==> src/rtl/irq_controller.sv <==
// Prioritised interrupt source for the pipelined core: latches requests, issues one pulse at a time,
// waits for EOI and a hold-off gap. Define IRQ_EDGE_DETECT_EN for rising-edge capture (default is level).
module irq_controller #(
   parameter int NUM_IRQ = 4,
   parameter int HOLDOFF = 4
) (
   input  logic               i_clk,
   input  logic               i_reset,
   input  logic [NUM_IRQ-1:0] i_irq,
   input  logic               i_mask_wr,
   input  logic [NUM_IRQ-1:0] i_mask_data,
   input  logic               i_eoi,
   output logic               o_interrupt,
   output logic [15:0]        o_irq_id,
   output logic [NUM_IRQ-1:0] o_pending,
   output logic               o_busy
);

   typedef enum logic [1:0] {
      ST_IDLE,
      ST_PULSE,
      ST_SERVICE,
      ST_HOLDOFF
   } state_e;

   localparam logic [7:0] HOLD_INIT = (HOLDOFF > 0) ? 8'(HOLDOFF - 1) : 8'd0;

   state_e             state_q, state_d;
   logic [NUM_IRQ-1:0] pending_q, pending_d;
   logic [NUM_IRQ-1:0] mask_q, mask_d;
   logic [3:0]         id_q, id_d;
   logic [7:0]         cnt_q, cnt_d;
   logic               interrupt_q, interrupt_d;

   logic [NUM_IRQ-1:0] eligible;
   logic [NUM_IRQ-1:0] setVec;
   logic [NUM_IRQ-1:0] clearVec;
   logic [3:0]         winnerIdx;
   logic               start;

`ifdef IRQ_EDGE_DETECT_EN
   logic [NUM_IRQ-1:0] hist_q;

   always_ff @(posedge i_clk) begin
      if (i_reset) begin
         hist_q <= '0;
      end else begin
         hist_q <= i_irq;
      end
   end

   always_comb begin
      setVec = i_irq & ~hist_q;
   end
`else
   always_comb begin
      setVec = i_irq;
   end
`endif

   // Scanning from the top down lets the lowest eligible index overwrite the result last.
   always_comb begin
      eligible  = pending_q & ~mask_q;
      winnerIdx = '0;
      for (int k = NUM_IRQ - 1; k >= 0; k--) begin
         if (eligible[k]) begin
            winnerIdx = 4'(k);
         end
      end
   end

   always_comb begin
      state_d     = state_q;
      id_d        = id_q;
      cnt_d       = cnt_q;
      interrupt_d = 1'b0;
      start       = 1'b0;
      case (state_q)
         ST_IDLE: begin
            if (|eligible) begin
               start       = 1'b1;
               state_d     = ST_PULSE;
               id_d        = winnerIdx;
               interrupt_d = 1'b1;
            end
         end
         ST_PULSE: begin
            state_d = ST_SERVICE;
         end
         ST_SERVICE: begin
            if (i_eoi) begin
               if (HOLDOFF == 0) begin
                  state_d = ST_IDLE;
               end else begin
                  state_d = ST_HOLDOFF;
                  cnt_d   = HOLD_INIT;
               end
            end
         end
         ST_HOLDOFF: begin
            if (cnt_q == 8'd0) begin
               state_d = ST_IDLE;
            end else begin
               cnt_d = cnt_q - 8'd1;
            end
         end
         default: begin
            state_d = ST_IDLE;
         end
      endcase
   end

   // A request arriving on the same edge its bit is cleared must survive, so set is applied last.
   always_comb begin
      for (int k = 0; k < NUM_IRQ; k++) begin
         clearVec[k] = start && (winnerIdx == 4'(k));
      end
      pending_d = (pending_q & ~clearVec) | setVec;
      mask_d    = i_mask_wr ? i_mask_data : mask_q;
   end

   always_ff @(posedge i_clk) begin
      if (i_reset) begin
         state_q     <= ST_IDLE;
         pending_q   <= '0;
         mask_q      <= '1;
         id_q        <= '0;
         cnt_q       <= '0;
         interrupt_q <= 1'b0;
      end else begin
         state_q     <= state_d;
         pending_q   <= pending_d;
         mask_q      <= mask_d;
         id_q        <= id_d;
         cnt_q       <= cnt_d;
         interrupt_q <= interrupt_d;
      end
   end

   always_comb begin
      o_interrupt = interrupt_q;
      o_pending   = pending_q;
      o_busy      = (state_q != ST_IDLE);
      o_irq_id    = '0;
      if ((state_q == ST_PULSE) || (state_q == ST_SERVICE)) begin
         o_irq_id = {1'b1, 11'b0, id_q};
      end
   end

endmodule

==> config.mk <==
export PLATFORM = sky130hd
export DESIGN_NAME = irq_controller
export DESIGN_NICKNAME = d
export VERILOG_FILES = /design/src/rtl/irq_controller.sv
export SDC_FILE = /design/constraint.sdc
export NUM_CORES = 1
export LEC_CHECK = 0
export CORE_UTILIZATION = 34
export DETAILED_ROUTE_END_ITERATION = 6
export SLEW_MARGIN = 0
export SYNTH_ARGS = -nofsm -noshare
export SYNTH_HDL_FRONTEND = slang
export SYNTH_SLANG_ARGS = --single-unit
==> constraint.sdc <==
create_clock -name i_clk -period 2.05 [get_ports i_clk]
set_clock_uncertainty 0.2 [all_clocks]
set_input_delay 0.41 -clock i_clk [delete_from_list [all_inputs] [get_ports i_clk]]
set_output_delay 0.41 -clock i_clk [all_outputs]
set_load 0.03 [all_outputs]
* After elaboration in Yosys (flattened, before gate mapping)
Cells that the tools add are included.
** Word-level totals
- Memories :: 0
- Logic and storage cells :: 50
- Latch bits :: 0
- Input bits :: 12
- Memory bits (writable) :: 0
- Memory bits (read-only) :: 0
- Register bits after elaboration :: 23
- Output and inout port bits :: 22
** Operators by class
- $lt $le $gt $ge :: 0
- Add/sub/neg operators :: 1
- Muxes and demuxes :: 14
- Reductions and logical operators :: 14
- $mul :: 0
- Shift operators :: 0
- Equality and inequality tests :: 10
- Div/mod/pow operators :: 0
- Bitwise logic cells :: 5
** Operators with widths (count)
- two-way mux 16 bit :: 1
- two-way mux 8 bit :: 2
- one-hot mux 8 bit (2 select lines) :: 1
- two-way mux 4 bit :: 3
- bitwise AND 4 bit :: 2
- equality test 4 x 2 -> 1 bit, second input constant :: 2
- logical NOT 8 bit :: 1
- two-way mux 2 bit :: 4
- inequality test 2 bit, second input constant :: 4
- inverter 4 bit :: 2
- one-hot mux 2 bit (4 select lines) :: 1
- subtractor 8 x 1 -> 8 bit, second input constant :: 1
- AND reduction 3 bit :: 2
- equality test 2 bit, second input constant :: 2
- equality test 4 x 1 -> 1 bit, second input constant :: 1
- logical AND 1 bit :: 4
- logical NOT 4 bit :: 1
- bitwise OR 4 bit :: 1
- nonzero test 2 bit :: 2
- OR reduction 4 bit :: 1
- equality test 2 x 1 -> 1 bit, second input constant :: 1
- logical NOT 2 bit :: 1
- two-way mux 1 bit :: 2
- AND reduction 2 bit :: 1
- logical OR 1 bit :: 1

* Depth between registers and ports, before layout
Gate-level depths: netlist of the first run.
- Word-level depth :: 11
- Depth in mapped cells :: 7
- Depth with buffers taken out :: 7

* Least setup slack after synthesis of the first run
Ideal clock, no wire load.
- Path type :: register to register
- Start point :: register cnt_q[3]
- End point :: register cnt_q[6]
- Required time :: 1.732 ns
- Arrival :: 1.573 ns
- Path buffers :: 0
- Period minus slack after synthesis :: 1.892 ns
- Slack :: 0.158 ns
- Stages on the path, launching flop included :: 6
- Setup time :: 0.118 ns
- Cell sequence :: dfxtp_1 -> or3_4 -> o41a_4 -> o2111ai_1 -> xor2_1 -> nor2_1
** Between the ends
- Cells in the longest elaborated chain, start to end :: 3
- Elaborated cells on any way between the ends :: 6
- Those cells by class :: add/sub (1); eq/ne (1); mux (2); reduce/logical (2)
** Ends and longest elaborated chain
- start, declared :: line 32 : logic [7:0] cnt_q, cnt_d;
- start signal, assigned :: line 135 : cnt_q <= cnt_d;
- subtractor 8 x 1 -> 8 bit / logical NOT 8 bit (equally long branches) :: line 104, 101
- two-way mux 8 bit / inequality test 2 bit (equally long branches)
- one-hot mux 8 bit (2 select lines) / AND reduction 3 bit (equally long branches)
Parallel ways exist; a longest one is shown, timed or not. The select of a mux whose other input is x is not followed.
A chain may end at the register's enable or synchronous reset.

* Worst setup path after layout of the first run
- Start point :: register cnt_q[3]
- End point :: register state_q[1]
** Between the ends
- Cells in the longest elaborated chain, start to end :: 3
** Ends and longest elaborated chain
- logical NOT 8 bit :: line 101 : if (cnt_q == 8'd0) begin
- inequality test 2 bit (no line)
- AND reduction 3 bit (no line)
- end signal, assigned :: line 131 : state_q <= state_d;
- end, declared :: line 28 : state_e state_q, state_d;
No other way between the ends.

==> impl_metrics.env, run 1 <==
export IMPL_numCtsBuffers=3
export IMPL_nFillCells=329
export IMPL_synthSimpleGateAreaFrac_pct=15.1
export IMPL_cts_sinks=21
export IMPL_multi_input_area_um2=618
export IMPL_tightest_slew_ns=0.493
export IMPL_synth_compound_area_share_pct=18.3
export IMPL_end_kind="register"
export IMPL_cap_violations=0
export IMPL_path_buf_inv=1
export IMPL_avgSynthCellArea_um2=8.53
export IMPL_synth_mux_area_share_pct=4.41
export IMPL_final_cell_mix="dfxtp_1 (20), clkdlybuf4s50_1 (15), nor2_1 (14)"
export IMPL_max_slew_margin_pct=66.8
export IMPL_wl_per_cell_um=10.8
export IMPL_routed_wl_um=2160
export IMPL_dieArea_mm2=0.00357
export IMPL_die_h_um=59.8
export IMPL_outcome="finished, final reports clean"
export IMPL_root_buffer="clkbuf_4"
export IMPL_num_antenna_cells=0
export IMPL_grt_pass1_vias=874
export IMPL_placed_cell_area_mm2=0.00134
export IMPL_slowest_stage="or3_4"
export IMPL_tritoncts="built"
export IMPL_fp_row_count=20
export IMPL_drcViolationCount=0
export IMPL_finalCriticalPeriod_ns=2.02
export IMPL_hold_viol_final=0
export IMPL_clock_latency_ns=0.29
export IMPL_power_mw=1.56
export IMPL_htree_levels=1
export IMPL_synth_distinct_cells=28
export IMPL_leakage_nw=0.607
export IMPL_crit_arrival_ns=2.02
export IMPL_drive_gt1_share_pct=11.5
export IMPL_synth_seq_cells=21
export IMPL_synth_fa_ha_area_share_pct=5.51
export IMPL_dr_total_vias=903
export IMPL_clock_path_buffers=2
export IMPL_finalMaxSlewViolations=0
export IMPL_path_clk_slew_ns=0.11
export IMPL_final_common_cell="dfxtp_1"
export IMPL_ios=34
export IMPL_die_w_um=59.8
export IMPL_post_route_period_util_pct=98.3
export IMPL_gp_congestion=0.757
export IMPL_synthCells=133
export IMPL_hold_class="register to register"
export IMPL_synth_top_family_by_area="compound AO/OA/AOI/OAI gates"
export IMPL_holdBufCountCts=0
export IMPL_syn_cell_area_mm2=0.00113
export IMPL_synth_xor_area_share_pct=4.63
export IMPL_fmax_mhz=496
export IMPL_grt_max_degree=12
export IMPL_yosysSeqAreaShare_pct=37.0
export IMPL_yosysWarnings=0
export IMPL_slowest_delay_ns=0.40
export IMPL_ff_latch_area_um2=422
export IMPL_finalNetCount=174
export IMPL_area_delta_synth_final_pct=22.5
export IMPL_fin_area_mm2=0.00139
export IMPL_dp_hpwl_um=1670
export IMPL_crit_required_ns=2.05
export IMPL_crit_type="register to register"
export IMPL_power_density_mw_per_mm2=1120
export IMPL_cp_max_fo=4
export IMPL_antenna_found_initial=0
export IMPL_firstDrtPassIters=4
export IMPL_cp_cell_sequence="or3_4 -> o41ai_1 -> buf_4 -> o311ai_1 -> mux2i_1 -> nor2_1"
export IMPL_grt_pass1_wl_um=3560
export IMPL_gr_total_overflow=0
export IMPL_via_per_inst=4.52
export IMPL_port_buffers=20
export IMPL_setup_viol=0
export IMPL_dpl_cell_count=196
export IMPL_drt_iter0_markers=13
export IMPL_track_usage_pct=13.3
export IMPL_core_area_mm2=0.00310
export IMPL_holdWs_ns=0.264
export IMPL_final_cells=200
export IMPL_ir_worst_vdd_mv=0.371
export IMPL_crit_family="compound AO/OA/AOI/OAI gates"
export IMPL_drt_antenna_violating_nets=0
export IMPL_fin_ws_ns=0.0342
export IMPL_pre_cts_ws_ns=0.0572
export IMPL_start_kind="register"
export IMPL_initial_core_util_pct=36.6
export IMPL_r2r_slack_ns=0.03
-- per-stage QoR --
stage               TNS (ns)  utilization, %
floorplan                  0               -
global placement           0            43.2
detailed placement         0            43.2
CTS                        0            44.1
global route        -0.00256            44.8
finish                     0            44.8
-- worst min-delay path, cell delays in order (launching register included) --
cell and delay, ns:
dfxtp_1 0.33, nand2_1 0.05, a21oi_1 0.05
-- synth_stat cells --
library cell | number | area share [%]
dfxtp_1 | 21 | 37
buf_4 | 14 | 9.3
nor2_1 | 14 | 4.6
inv_1 | 13 | 4.3
a21oi_1 | 8 | 3.5
nand2_1 | 8 | 2.6
o21ai_0 | 6 | 2.6
ha_1 | 5 | 5.5
mux2i_1 | 5 | 4.4
xor2_1 | 5 | 3.9
nand2b_1 | 4 | 2.2
nor2b_1 | 4 | 2.2
o2111ai_1 | 4 | 3.1
nor3_1 | 3 | 1.3
o31ai_1 | 3 | 2.0
and2_1 | 2 | 1.1
clkbuf_1 | 2 | 0.66
o211ai_1 | 2 | 1.3
a31oi_1 | 1 | 0.55
buf_2 | 1 | 0.44
conb_1 | 1 | 0.33
o211ai_2 | 1 | 1.1
o21a_1 | 1 | 0.66
o311ai_1 | 1 | 0.77
o41a_4 | 1 | 1.9
o41ai_1 | 1 | 0.77
or3_4 | 1 | 0.99
xnor2_1 | 1 | 0.77
-- kinds of logic after synthesis --
family	Yosys count
compound gates	29
xor+xnor	6
fa+ha+maj	5
buf+inv	30
flops	21
mux	5
other cells	1
simple gates	36
-- state kept, by name, summed over array words and instances, names as in the netlist --
| name | cells |
|---|---|
| cnt_q | 8 |
| mask_q | 4 |
| state_q | 2 |
| o_interrupt | 1 |
| id_q | 2 |
| o_pending | 4 |
-- layer usage --
metal  global-route usage, %  vias up  part of all wire, %
met5                       0        -                    0
met4                    5.98        0                    0
met3                    2.38        0                  4.3
met2                    23.7       24                   51
met1                    15.5      412                   44
li1                        -      467                    -
-- final timing paths --
kind	cells past startpoint	end	start
min reg2reg	2	id_q[1]	id_q[1]
max	6	state_q[1]	cnt_q[3]
max reg2reg	6	state_q[1]	cnt_q[3]
min	2	id_q[1]	id_q[1]
-- layout make-up --
cell class,count,share of cell area (%)
clock buffer,4,1.89
sequential,21,30.3
tap,44,3.96
inverter,13,3.51
timing repair buffer,24,15.8
multi-input combinational,94,44.5
-- power by group --
part           internal (mW)  switching [mW]
sequential             0.501          0.0802
clock                 0.0757           0.117
combinational          0.344           0.445
total                  0.921           0.642
-- repair_timing --
item	4_1_cts	5_1_grt
pin swaps	0	2
gates cloned	0	0
buffers inserted	0	0
resized for setup	3	5
endpoints found under the setup margin	2	11
(Power assumes the default switching activity.)
==> inputs of run 2 (changes only) <==
Settings changed: CELL_PAD_IN_SITES_DETAIL_PLACEMENT set to 1, CELL_PAD_IN_SITES_GLOBAL_PLACEMENT set to 1, CORE_UTILIZATION 34 to 30, PLACE_DENSITY set to 0.85.
Clock period 2.05 ns to 1.7 ns, I/O delays scaled along.
==> impl_metrics.env, run 2 (synthesis gave the netlist of run 1 again) <==
export IMPL_outcome="finished, violations left"
export IMPL_failed_checks="negative setup slack"
export IMPL_via_per_inst=4.63
export IMPL_routed_wl_um=2880
export IMPL_slowest_delay_ns=0.43
export IMPL_leakage_nw=0.727
export IMPL_cp_max_fo=8
export IMPL_final_cell_mix="buf_4 (21), dfxtp_1 (16), nor2_1 (14)"
export IMPL_gp_congestion=0.797
export IMPL_largest_reg_flops=8
export IMPL_fmax_mhz=520
export IMPL_finalNetCount=190
export IMPL_fin_ws_ns=-0.223
export IMPL_gr_total_overflow=0
export IMPL_ios=34
export IMPL_ir_worst_vdd_mv=0.524
export IMPL_reg2reg_to="cnt_q[2]"
export IMPL_slowest_stage="o41a_4"
export IMPL_track_usage_pct=15.6
export IMPL_wl_per_cell_um=13.2
export IMPL_crit_path_start="cnt_q[5]"
export IMPL_drt_antenna_violating_nets=0
export IMPL_root_buffer="clkbuf_8"
export IMPL_clock_path_buffers=2
export IMPL_cp_cell_sequence="or3_4 -> o41a_4 -> o211ai_1 -> xor2_1 -> nor2_1"
export IMPL_rsz0062_at_grt="yes"
export IMPL_power_mw=2.46
export IMPL_port_buffers=20
export IMPL_crit_cells=5
export IMPL_path_buf_inv=0
export IMPL_fin_util_pct=47.4
export IMPL_cap_violations=0
export IMPL_critPathCapture="cnt_q[2]"
export IMPL_r2r_slack_ns=-0.22
export IMPL_hold_class="register to register"
export IMPL_drt_iter0_markers=17
export IMPL_regMostFlops="cnt_q"
export IMPL_dr_total_vias=1010
export IMPL_start_kind="register"
export IMPL_r2r_start="cnt_q[5]"
export IMPL_dp_hpwl_um=2200
export IMPL_num_antenna_cells=0
export IMPL_grt_max_degree=12
export IMPL_area_delta_synth_final_pct=45.0
export IMPL_crit_required_ns=1.65
export IMPL_r2r_cells=5
export IMPL_fp_row_count=21
export IMPL_finalCriticalPeriod_ns=1.92
export IMPL_dieArea_mm2=0.00403
export IMPL_crit_type="register to register"
export IMPL_power_density_mw_per_mm2=1490
export IMPL_holdWs_ns=0.269
export IMPL_setup_viol=12
export IMPL_drive_gt1_share_pct=31.4
export IMPL_final_cells=218
export IMPL_crit_family="compound AO/OA/AOI/OAI gates"
export IMPL_crit_arrival_ns=1.88
export IMPL_initial_core_util_pct=32.7
export IMPL_cts_sinks=21
export IMPL_grt_pass1_vias=1118
export IMPL_core_area_mm2=0.00347
export IMPL_die_w_um=63.5
export IMPL_numCtsBuffers=3
export IMPL_die_h_um=63.5
export IMPL_firstDrtPassIters=2
export IMPL_clock_latency_ns=0.26
export IMPL_htree_levels=1
export IMPL_post_route_period_util_pct=113
export IMPL_drcViolationCount=0
export IMPL_grt_pass1_wl_um=4860
export IMPL_pre_cts_ws_ns=-0.321
export IMPL_tritoncts="built"
export IMPL_antenna_found_initial=0
export IMPL_path_clk_slew_ns=0.08
export IMPL_finalMaxSlewViolations=0
export IMPL_dpl_cell_count=212
export IMPL_end_kind="register"
export IMPL_final_common_cell="buf_4"
export IMPL_hold_viol_final=0
-- run 2: cell types whose count changed in the layout (fill, tap and decap cells not counted), moves of 4 or more --
cell / before / now
buf_4: 7 / 21
dlygate4sd2_1: 0 / 5
inv_1: 13 / 8
clkdlybuf4s50_1: 15 / 11
dfxtp_1: 20 / 16
inv_2: 0 / 4
-- run 2: routing by layer --
metal	up-vias	share of wire (%)	routed length, um	global-route usage [%]
met5	-	0	0	0
met4	0	1.0	30	5.40
met3	4	2.8	81	4.53
met2	22	56	1620	29.1
met1	490	40	1140	16.3
li1	494	-	-	-
-- run 2: worst reg2reg max path: stages (launching register included) --
cell	delay, ns
dfxtp_2	0.33
or3_4	0.41
o41a_4	0.43
o211ai_1	0.22
xor2_1	0.16
nor2_1	0.06
-- run 2: power by group --
group | switching, mW | total, mW | internal (mW)
Combinational | 0.742 | 1.41 | 0.667
Clock | 0.171 | 0.339 | 0.167
Sequential | 0.0954 | 0.710 | 0.615
Total | 1.01 | 2.46 | 1.45
-- run 2: what timing repair did --
item	CTS	global route
endpoints found under the setup margin	20	16
resized for setup	26	8
pin swaps	8	6
setup buffers	2	0
hold buffers	0	0
gates cloned	0	0
-- run 2: final cells by class --
cell class,instances,area (um2)
sequential,21,429
tap,46,57.6
fill,435,1820
clock buffer,4,45.0
timing repair buffer,40,345
inverter,13,51.3
multi-input combinational,94,717
-- run 2: worst min-delay path by stage --
stage | startpoint | to | cells after the start
2_1_floorplan | id_q[1] | id_q[1] | 2
6_report | id_q[1] | id_q[1] | 2
4_1_cts | id_q[1] | id_q[1] | 2
3_5_place_dp | id_q[1] | id_q[1] | 2
3_3_place_gp | id_q[1] | id_q[1] | 2
5_1_grt | id_q[1] | id_q[1] | 2
-- run 2: through the flow --
| step | setup TNS [ns] | cell area, um2 |
|---|---|---|
| floorplan | -0.786 | 1210 |
| global placement | -1.26 | 1470 |
| detailed placement | -1.90 | 1470 |
| CTS | -2.00 | 1620 |
| global route | -2.69 | 1650 |
| finish | -1.93 | 1650 |
